## config.mk

```make
export PLATFORM = sky130hd
export DESIGN_NAME = mux4_rr_arbiter_flat
export DESIGN_NICKNAME = d
export VERILOG_FILES = /design/src/rtl/mux4_rr_arbiter_if.sv /design/src/rtl/mux4_rr_arbiter.sv /design/src/flat_wrapper.sv
export SDC_FILE = /design/constraint.sdc
export NUM_CORES = 1
export LEC_CHECK = 0
export ABC_AREA = 1
export ABC_CLOCK_PERIOD_IN_PS = 2400
export CAP_MARGIN = 10
export CORE_MARGIN = 10
export CORE_UTILIZATION = 54
export DETAILED_ROUTE_END_ITERATION = 12
export PLACE_DENSITY = 0.82
export RECOVER_POWER = 25
export SLEW_MARGIN = 20
export SYNTH_ARGS = -nofsm -noshare
export SYNTH_HDL_FRONTEND = slang
export SYNTH_SLANG_ARGS = --single-unit
export TNS_END_PERCENT = 10
```

## constraint.sdc

```tcl
create_clock -name clk -period 2.4 [get_ports clk]
set_input_delay 0.24 -clock clk [delete_from_list [all_inputs] [get_ports clk]]
set_output_delay 0.24 -clock clk [all_outputs]
set_load 0.03 [all_outputs]
```

## src/rtl/mux4_rr_arbiter_if.sv

```systemverilog
// Request/grant bundle between the requesters and the round-robin mux arbiter.
// The arbiter takes the slave modport; the requester side takes master.
interface mux4_rr_arbiter_if;
    logic [3:0] req;
    logic       rel;
    logic [3:0] gnt;
    logic [1:0] sel;
    logic       busy;
    logic       timeout;

    modport master (
        output req,
        output rel,
        input  gnt,
        input  sel,
        input  busy,
        input  timeout
    );

    modport slave (
        input  req,
        input  rel,
        output gnt,
        output sel,
        output busy,
        output timeout
    );
endinterface

```

## src/rtl/mux4_rr_arbiter.sv

```systemverilog
// Round-robin arbiter that owns the {S1,S0} select of a shared 4-to-1 mux.
// A grant lasts until release, owner drop, or hold expiry.
module mux4_rr_arbiter #(
    parameter int unsigned MAX_HOLD = 8,
    parameter int unsigned CNT_W    = 4
) (
    input  logic              clk,
    input  logic              rst_n,
    mux4_rr_arbiter_if.slave  bus
);

    typedef enum logic [0:0] {StIdle, StGrant} state_e;

    localparam logic [CNT_W-1:0] HoldLast = CNT_W'((MAX_HOLD == 0) ? 0 : MAX_HOLD - 1);

    state_e           state_q, state_d;
    logic [1:0]       sel_q, sel_d;
    logic [1:0]       ptr_q, ptr_d;
    logic [CNT_W-1:0] hold_q, hold_d;
    logic             timeout_q, timeout_d;

    logic       pick_found;
    logic [1:0] pick_idx;
    logic [1:0] scan_idx;
    logic       expire;
    logic       drop;

    // First requester at or after ptr, wrapping modulo 4.
    always_comb begin
        pick_found = 1'b0;
        pick_idx   = 2'd0;
        scan_idx   = 2'd0;
        for (int k = 0; k < 4; k++) begin
            scan_idx = ptr_q + 2'(k);
            if (!pick_found && bus.req[scan_idx]) begin
                pick_found = 1'b1;
                pick_idx   = scan_idx;
            end
        end
    end

    assign expire = (MAX_HOLD != 0) && (hold_q == HoldLast);
    assign drop   = bus.rel || !bus.req[sel_q];

    always_comb begin
        state_d   = state_q;
        sel_d     = sel_q;
        ptr_d     = ptr_q;
        hold_d    = hold_q;
        timeout_d = 1'b0;
        unique case (state_q)
            StIdle: begin
                if (pick_found) begin
                    state_d = StGrant;
                    sel_d   = pick_idx;
                    hold_d  = '0;
                end
            end
            StGrant: begin
                hold_d = hold_q + 1'b1;
                if (drop || expire) begin
                    state_d   = StIdle;
                    ptr_d     = sel_q + 2'd1;
                    // Expiry only counts as a timeout when nothing else ended the grant.
                    timeout_d = expire && !drop;
                end
            end
            default: state_d = StIdle;
        endcase
    end

    always_ff @(posedge clk or negedge rst_n) begin
        if (!rst_n) begin
            state_q   <= StIdle;
            sel_q     <= 2'd0;
            ptr_q     <= 2'd0;
            hold_q    <= '0;
            timeout_q <= 1'b0;
        end else begin
            state_q   <= state_d;
            sel_q     <= sel_d;
            ptr_q     <= ptr_d;
            hold_q    <= hold_d;
            timeout_q <= timeout_d;
        end
    end

    // sel keeps its last value while idle so the mux output does not glitch.
    assign bus.gnt     = (state_q == StGrant) ? (4'b0001 << sel_q) : 4'b0000;
    assign bus.sel     = sel_q;
    assign bus.busy    = (state_q == StGrant);
    assign bus.timeout = timeout_q;

endmodule

```

## src/flat_wrapper.sv

```systemverilog
// flat-port wrapper written by rule: the top's interface ports become plain ports
module mux4_rr_arbiter_flat 
#(
    parameter int unsigned MAX_HOLD = 8,
    parameter int unsigned CNT_W    = 4
)
  (clk, rst_n, bus_req, bus_rel, bus_gnt, bus_sel, bus_busy, bus_timeout);
  mux4_rr_arbiter_if bus_i ();
  input  logic clk;
  input  logic rst_n;
  input wire logic [$bits(bus_i.req)-1:0] bus_req;
  input wire logic [$bits(bus_i.rel)-1:0] bus_rel;
  output wire logic [$bits(bus_i.gnt)-1:0] bus_gnt;
  output wire logic [$bits(bus_i.sel)-1:0] bus_sel;
  output wire logic [$bits(bus_i.busy)-1:0] bus_busy;
  output wire logic [$bits(bus_i.timeout)-1:0] bus_timeout;
  assign bus_i.req = bus_req;
  assign bus_i.rel = bus_rel;
  assign bus_gnt = bus_i.gnt;
  assign bus_sel = bus_i.sel;
  assign bus_busy = bus_i.busy;
  assign bus_timeout = bus_i.timeout;
  mux4_rr_arbiter #(.MAX_HOLD(MAX_HOLD), .CNT_W(CNT_W)) u_core (.clk(clk), .rst_n(rst_n), .bus(bus_i));
endmodule
```

==> metrics.md <==
| Metric | Value |
|---|---|
| Instance count on the critical path | 5 |
| Fin. max-slew vios | 0 |
| Max Cap Viol | 0 |
| Iter 0 DRT Violations | 18 |
| Syn nets | ~140 |
| Wire length per cell | 11.2 µm |
| Number of distinct library cells after synthesis | 23 |
| CP peak stage delay | 0.66 ns |
| Cell Rows | 13 |
| FILL cells | 125 |
| Yosys Warn Count | 0 |
| Max transition margin | 0.697 |
| Post-layout total power | around 1.3 mW |
| Total die area | 0.00346 mm² |
| Sw Share | 0.526 |
| Worst path cell trace | inv_1 > ha_1 > nand2_1 > inv_1 > clkdlybuf4s50_1 |
| Routed wire length | 1770 µm |
| CP dominant cell by count | inv_1 |
| Initial antenna violation count | 0 |
| Core area | approximately 0.0014 mm² |
| Clk pwr share | 0.116 |
| Share of layout cells above drive strength 1 | 0.105 |
| Critical Path AT | 1.80 ns |
| Net Sw Power | between 700 and 800 µW |
| Vias after detailed routing | 791 |
| TritonCTS clock tree | done |
| Setup tns final | 0 ns |
| Final antenna-violating net count | 0 |
| Router iterations before antenna repair | 4 |
| Root Driver | clkbuf_4 |
| CP required | 2.16 ns |
| Crit-path max FO | 9 |
| Worst slew pin tran | 0.453 ns |
| Pin count of the biggest net entering global routing | 14 |
| Area of the multi-input gates | between 400 and 500 µm² |
| Synthesis-to-finish area growth | 22.2% |
| Initial Util | 0.594 |
| Layout net count | 156 |
| Worst VDD drop | 0.818 mV |
| Port bufs | 14 |
| Vias/cell | 5.01 |
| Placed cells | between 150 and 200 |
| GR Overflow Total | 0 |
| Unrepaired setup endpoints after global routing | no |
| Pwr Density | 1350 mW/mm² |
| HP Class | in2async |
| Seq cells post-synth | 10 |
| Die width | about 59 µm |
| Reg clk slew, reported paths | approximately 0.07 ns |
| Pint | 636 µW |
| Slowest cell on the critical path | clkdlybuf4s50_1 |
| Critical path class | reg2out |
| Max Clock Skew | a little under 0.006 ns |
| I/O pin count | 15 |
| Clock Latency Late Sink | 0.27 ns |
| Vias in the first global route | 753 |
| Non-filler cells, final | 158 |
| Seq/Total Area, Yosys | 0.308 |
| Final worst-path cycle share | 0.851 |
| Setup violations, final | 0 |
| Hold Buf Count CTS | 0 |
| HPWL after detailed placement | 1480 µm |
| Crit path launch type | flip-flop |
| Antenna Cells | 0 |
| Residual DRC | 0 |
| Placer Congestion | approximately 0.9 |
| Final Hold Vio Count | 0 |
| Tmin final | 2.04 ns |
| Worst Setup End Kind | output pin |
| Seq pwr share | 0.266 |
| Critical R2R Launch | u_core.ptr_q[0] |
| DIE HEIGHT | 58.8 µm |
| CTS Buf Count | 3 |
| First-pass GRT wire length | 3110 µm |
| Register area | 250 µm² |
| Combinational power share | 0.618 |
| Num Clock Sinks | 10 |
| Worst setup path start | u_core.bus.sel[0] |
| Top Family by Delay on Critical Path | buffers and inverters |
| Max H-tree Level | 1 |
| Syn Std Cell Area | between 800 and 900 µm² |
| Worst Reg2Reg Path Length in Cells | 10 |
| Aggregate global-route resource usage | 0.111 |
| Max Clk Rate | 0.490 GHz |
| Leak | 0.578 nW |
| Buffers & Inverters on Critical Path | 3 |
| Outcome | finished clean |
| Mapped Cells | 127 |
| Cts repair resizes | 0 |
| Mapped Avg Cell Area | 6.39 µm² |
| Post-CTS setup buffers | 0 |
| Clock Tree Buf Depth | 2 |
cell families after synthesis:
family / Yosys count / share of synthesized area
xor gates and xnor gates: 1 / 0.0108
DFF: 10 / 0.308
adders and majority gates: 5 / 0.0770
AOI/OAI and AO/OA: 7 / 0.0508
and+or+nand+nor: 83 / 0.447
buffers and inverters: 21 / 0.106
area by class of cell:
type	count	area share
sequential	10	0.252
clock buffer	4	0.0366
inverter	19	0.0719
tap	15	0.0189
timing repair buffer	14	0.141
multi-input combinational	96	0.479
state kept, by name, indices dropped and copies added (netlist names):
register            cells
u_core.bus.busy         1
u_core.ptr_q            2
u_core.bus.timeout      1
u_core.hold_q           4
u_core.bus.sel          2
routing by layer:
layer	vias to the layer above	wire (µm)	global-route usage
li1	426	-	-
met1	350	823	0.126
met2	11	827	0.180
met3	4	92	0.0494
met4	0	24	0.0393
met5	-	0	0
cells in the final DEF (no fill, tap or decap), types with 2 or more instances in the layout:
cell | Yosys | layout
clkdlybuf4s50_1 | 0 | 13
nor2_2 | 2 | 2
o211ai_1 | 2 | 2
o21ai_0 | 2 | 2
nand2_2 | 3 | 3
clkbuf_4 | 0 | 3
nand4_1 | 2 | 2
inv_1 | 16 | 16
inv_2 | 3 | 3
ha_1 | 5 | 5
nand2_1 | 57 | 57
dfrtp_1 | 10 | 10
nor2_1 | 5 | 5
nand3_1 | 9 | 9
per-stage QoR:
| step | hold WS [ns] | util | cell area, µm² | setup slack (ns) |
|---|---|---|---|---|
| after floorplan | -0.0556 | - | 812 | 1.02 |
| after global placement | 0.482 | 0.700 | 956 | 0.677 |
| after detailed placement | 0.496 | 0.700 | 956 | 0.624 |
| after CTS | 0.294 | 0.726 | 992 | 0.328 |
| after global routing | 0.363 | 0.726 | 992 | 0.257 |
| final | 0.347 | 0.726 | 992 | 0.358 |
power groups by stage:
stage / clock (mW) / sequential [mW] / combinational [mW]
CTS: 0.158 / 0.360 / 0.840
floorplan: 0 / 0.349 / 0.630
detailed placement: 0 / 0.364 / 0.834
global placement: 0 / 0.358 / 0.816
finish: 0.156 / 0.358 / 0.830
global route: 0.168 / 0.381 / 0.946
path summary, 6_finish.rpt:
check	to	slack [ns]
max	bus_gnt[2]	0.36
min	u_core.bus.timeout	0.35
max reg2reg	u_core.bus.sel[1]	0.79
min reg2reg	u_core.hold_q[1]	0.51
max in group asynchronous	u_core.ptr_q[0]	1.74
min in group clk	u_core.hold_q[1]	0.51
cell usage after synthesis (all sizes together):
cell	n	share of area
nand3b	1	0.0092
buf	1	0.014
nand4	2	0.015
nor4	1	0.0077
a31oi	1	0.0077
or2	1	0.0077
nand3	10	0.068
clkbuf	1	0.0046
nor2	7	0.039
a21oi	1	0.0062
nand2	61	0.30
dfrtp	10	0.31
xnor2	1	0.011
ha	5	0.077
o211ai	2	0.018
o21ai	3	0.018
inv	19	0.088
worst reg2reg max path: cells and delay by family, from the launching register on:
family | cells | cell delay, ns
simple gates | 8 | 0.76
flops | 1 | 0.51
buf+inv | 2 | 0.24
(Power assumes the default switching activity.)
==> RTL edit 1, RTL diff (same settings) <==
Reset style: synchronous (`rst_n`), changed in one clocked block.
--- a/src/rtl/mux4_rr_arbiter.sv
+++ b/src/rtl/mux4_rr_arbiter.sv
@@ -69,7 +69,7 @@
         endcase
     end
 
-    always_ff @(posedge clk or negedge rst_n) begin
+    always_ff @(posedge clk) begin
         if (!rst_n) begin
             state_q   <= StIdle;
             sel_q     <= 2'd0;
Behaviour: differs if rst_n is asserted again (counterexample within 4 cycles, from zero or initial values and one cycle with rst_n low); with rst_n held inactive, the same outputs for 10 cycles.
==> RTL edit 1 against the original RTL <==
Fmax is 1.7% lower; power is 11% lower; non-clock buffer count stayed put; area after synthesis is 8.0% higher; cell area is 6.7% higher; wire length is 10% higher; sequential cell count stayed put; setup slack worse by 0.036 ns; sequential share of layout area is 6.3 points lower; critical endpoint is now bus_gnt[0]; highest routed layer unchanged.
==> RTL edit 1: results (changes against the original RTL) <==
Yosys
  • Largest cells by area after synthesis: dfxtp_1 (23%), nand2_1 (19%), nand3_1 (8.6%)
  • Syn_nets: 151 (+8.6%)
  • Post-synthesis compound-gate area fraction: 9.13% (+4.0 points)
  • Async SR Flop Fraction: 0% (-100 points)
  • Most frequent cells after synthesis: nand2_1 (45), inv_1 (16), nand3_1 (15), nor2_1 (12), dfxtp_1 (10)
  • Syn Inst Count: 139 (+9.4%)
  • Post-Synth XOR/XNOR Area: 0% (-1.1 points)
  • Top FF cell, synth: dfxtp_1
  • Post-synthesis adder-cell area fraction: 7.13% (-0.57 points)

Cells and area
  • Buffering overhead: 13.2% (-0.88 points)
  • Sequential share of cell area: 18.9% (-6.3 points)
  • Final net count: 168 (+7.7%)
  • Clk cell area share: 3.43% (-0.23 points)
  • Multi-input comb cells: 107 (+11%)
  • Fin area: 1060 um^2 (+6.7%)
  • Area of the multi-input gates: 587 um^2 (+23%)
  • Fillers: 134 (+7.2%)
  • Core Util, Final: 69.5% (-3.2 points)
  • Share of cells above drive strength 1: 16.8% (+6.3 points)
  • Non-clk invs: 20 (+1)

Min path
  • Hold WC Path Type: flip-flop to flip-flop

Placed design
  • Area after DPL: 1020 um^2 (+6.9%)
  • GP Congestion: 0.861 (-3.4%)
  • Post-DP HPWL: 1520 um (+2.8%)
  • DP Worst Slack: 0.609 ns (-0.0151 ns)

Outcome
  • Run status: finished clean

Pwr
  • Sw Ratio: 52.0% (-0.65 points)
  • Combinational Power Share: 62.7% (+0.9 points)
  • Psw: 0.621 mW (-12%)
  • Leakage: 0.531 nW (-8.1%)

Timing
  • Clk_skew: 0.00530 ns (-0.000599 ns)
  • Worst-Margin Slew: 0.504 ns (+0.0515 ns)
  • Hold_ws: 0.517 ns (+0.170 ns)

Critical path
  • R2r startpoint: u_core.ptr_q[0]
  • CP peak stage delay: 0.59 ns (-0.07 ns)
  • Reg2reg setup slack: 0.69 ns (-0.10 ns)
  • RR Endpoint: u_core.bus.sel[1]
  • R2r worst-path depth: 11 (+1)
  • Crit path arrival time: 1.84 ns (+0.04 ns)

Global routing
  • Initial antenna violation count: 0 (unchanged)
  • Total Routing Usage GR: 11.5% (+0.36 points)
  • Largest net degree at the start of global routing: 17 (+3)
  • Grt met3 use: 3.18% (-1.8 points)
  • First-pass GRT wire length: 3350 um (+8.0%)
  • Grt met1 use: 13.3% (+0.71 points)

Route
  • Metal3 WL: 89 um (-3.3%)
  • Drt initial violations: 31 (+13)
  • Met2 routed WL: 960 um (+16%)
  • Vias per inst: 5.11 (+2.1%)
  • Met1 WL: 869 um (+5.6%)
  • Via Count: 874 (+10%)
  • Drt total wl: 1950 um (+10%)
==> RTL edit 1: changes by cell type in the layout (fill, tap and decap cells not counted), sizes merged, moves of 2 or more <==
cell / unedited run / this run
a21oi: 1 / 8
dfrtp: 10 / 0
dfxtp: 0 / 10
nand2: 61 / 58
nand3: 10 / 16
nand4: 2 / 0
nor2: 7 / 14
==> RTL edit 1: worst max-delay path by stage <==
stage | from | end | slack (ns) | depth (start not counted)
finish | u_core.bus.sel[0] | bus_gnt[0] | 0.32 | 5
global route | u_core.bus.sel[0] | bus_gnt[2] | 0.22 | 5
CTS | u_core.bus.sel[0] | bus_gnt[0] | 0.32 | 5
detailed placement | u_core.bus.sel[0] | bus_gnt[0] | 0.61 | 5
global placement | u_core.bus.sel[0] | bus_gnt[0] | 0.62 | 5
floorplan | u_core.bus.busy | bus_gnt[2] | 1.01 | 3
==> RTL edit 1: tightest hold or removal path, delay by kind of cell (launching register included) <==
family | cells | cell delay, ns
compound gates | 1 | 0.05
flops | 1 | 0.33
simple gates | 1 | 0.09
==> RTL edit 2, RTL diff (same settings) <==
Made on the original files. `CNT_W` is set to 4 in 2 places; all go to 6.
--- a/src/rtl/mux4_rr_arbiter.sv
+++ b/src/rtl/mux4_rr_arbiter.sv
@@ -2,7 +2,7 @@
 // A grant lasts until release, owner drop, or hold expiry.
 module mux4_rr_arbiter #(
     parameter int unsigned MAX_HOLD = 8,
-    parameter int unsigned CNT_W    = 4
+    parameter int unsigned CNT_W    = 6
 ) (
     input  logic              clk,
     input  logic              rst_n,
--- a/src/flat_wrapper.sv
+++ b/src/flat_wrapper.sv
@@ -2,7 +2,7 @@
 module mux4_rr_arbiter_flat 
 #(
     parameter int unsigned MAX_HOLD = 8,
-    parameter int unsigned CNT_W    = 4
+    parameter int unsigned CNT_W    = 6
 )
   (clk, rst_n, bus_req, bus_rel, bus_gnt, bus_sel, bus_busy, bus_timeout);
   mux4_rr_arbiter_if bus_i ();
Function: same outputs for any inputs over 10 cycles, from zero or initial values and one cycle with rst_n low; that may be too few to reach the edited logic, so the function may still have changed.
==> RTL edit 2 against the original RTL <==
Setup slack lost 0.0087 ns; count of clock-buffer cells in the layout is the same; cell area grew 19%; wire length grew 24%; critical endpoint unchanged; power grew 13%; non-clock buffer count is the same; critical path type unchanged; area after synthesis grew 21%; sequential cell count grew 2.
==> RTL edit 2: results (changes against the original RTL) <==
Timing
  • Max-slew headroom: 61.5% (-8.2 points)
  • Clk_skew: 0.00103 ns (-0.00487 ns)

Critical path
  • R2r worst-path depth: 10 (unchanged)
  • Crit path max fanout: 9 (unchanged)

Cells and area
  • Fillers: 166 (+33%)
  • Largest register FFs: 6 (+2)
  • Final net count: 173 (+11%)
  • Share of cells above drive strength 1: 17.5% (+7.0 points)

Route
  • Metal3 WL: 127 um (+38%)
  • Met1 WL: 1010 um (+23%)
  • DR pass1 iterations: 5 (+1)
  • Drt total wl: 2200 um (+24%)
  • Vias per inst: 4.97 (-0.67%)
  • Drt initial violations: 46 (+28)
  • Met2 routed WL: 1030 um (+24%)

Placed design
  • DP Worst Slack: 0.627 ns (+0.00285 ns)
  • GP Congestion: 0.842 (-5.6%)
  • Post-DP HPWL: 1790 um (+21%)

CTS
  • # resized after CTS: 0 (unchanged)
  • Num CTS Buffers: 3 (unchanged)
  • Reg clk slew, reported paths: 0.07 ns (about the same)
  • Number of hold buffers added after CTS: 0 (unchanged)

Yosys
  • Synth cell types: 25 (+8.7%)
  • Most frequent cells after synthesis: nand2_1 (56), inv_1 (19), dfrtp_1 (12), nand3_1 (12), nand2_2 (8)
  • Largest cells by area after synthesis: dfrtp_1 (31%), nand2_1 (21%), inv_1 (7.3%)
  • Top FF cell, synth: dfrtp_1
  • Syn_nets: 156 (+12%)
  • Sequential-to-total area share from yosys stat: 30.5% (-0.28 points)

Global routing
  • First-pass GRT wire length: 3860 um (+24%)
  • Total Routing Usage GR: 11.8% (+0.66 points)
  • Met2 GRT Util: 17.8% (-0.20 points)
  • Grt met3 use: 3.94% (-0.99 points)
  • Grt met1 use: 14.8% (+2.2 points)
  • Vias in the first global route: 859 (+14%)

Pwr
  • VDD IR max: 0.865 mV (+5.8%)
  • Sw Ratio: 53.3% (+0.70 points)
  • Leakage: 0.648 nW (+12%)

Outcome
  • Run status: finished clean
[RTL edit 2: final cells by class]
| type | count | area, um^2 | area share (%) |
|---|---|---|---|
| Clock buffer | 4 | 36.3 | 3.09 |
| Inverter | 22 | 82.6 | 7.02 |
| Multi-Input combinational cell | 108 | 586 | 49.8 |
| Sequential cell | 12 | 300 | 25.5 |
| Tap cell | 25 | 31.3 | 2.66 |
| Timing Repair Buffer | 14 | 140 | 11.9 |
[RTL edit 2: stage by stage]
stage               total power [mW]  cells  instance area (um^2)
global placement                1.33    181                  1140
CTS                             1.53    185                  1180
finish                          1.51    185                  1180
floorplan                       1.12    144                   983
detailed placement              1.36    181                  1140
global route                    1.67    185                  1180
[RTL edit 2: final timing paths]
check                                       start  slack, ns                end
worst max-delay path            u_core.bus.sel[0]       0.35         bus_gnt[2]
worst min-delay path                        rst_n       0.40   u_core.hold_q[5]
worst max register to register    u_core.ptr_q[0]       0.67  u_core.bus.sel[1]
worst min register to register   u_core.hold_q[0]       0.50   u_core.hold_q[0]
max in group asynchronous                   rst_n       1.62    u_core.bus.busy
min in group clk                 u_core.hold_q[0]       0.50   u_core.hold_q[0]
[RTL edit 2: power by group through the flow]
stage	registers [mW]	logic [mW]	clock network [mW]
5_1_grt	0.422	1.07	0.175
2_1_floorplan	0.390	0.733	0
3_5_place_dp	0.409	0.952	0
4_1_cts	0.406	0.957	0.163
6_report	0.407	0.948	0.159
3_3_place_gp	0.403	0.925	0
[RTL edit 2: cells by family after synthesis]
group | share of synthesized area (%)
compound gates | 3.69
fa+ha+maj | 6.36
simple gates | 49.5
buf+inv | 9.92
flops | 30.5
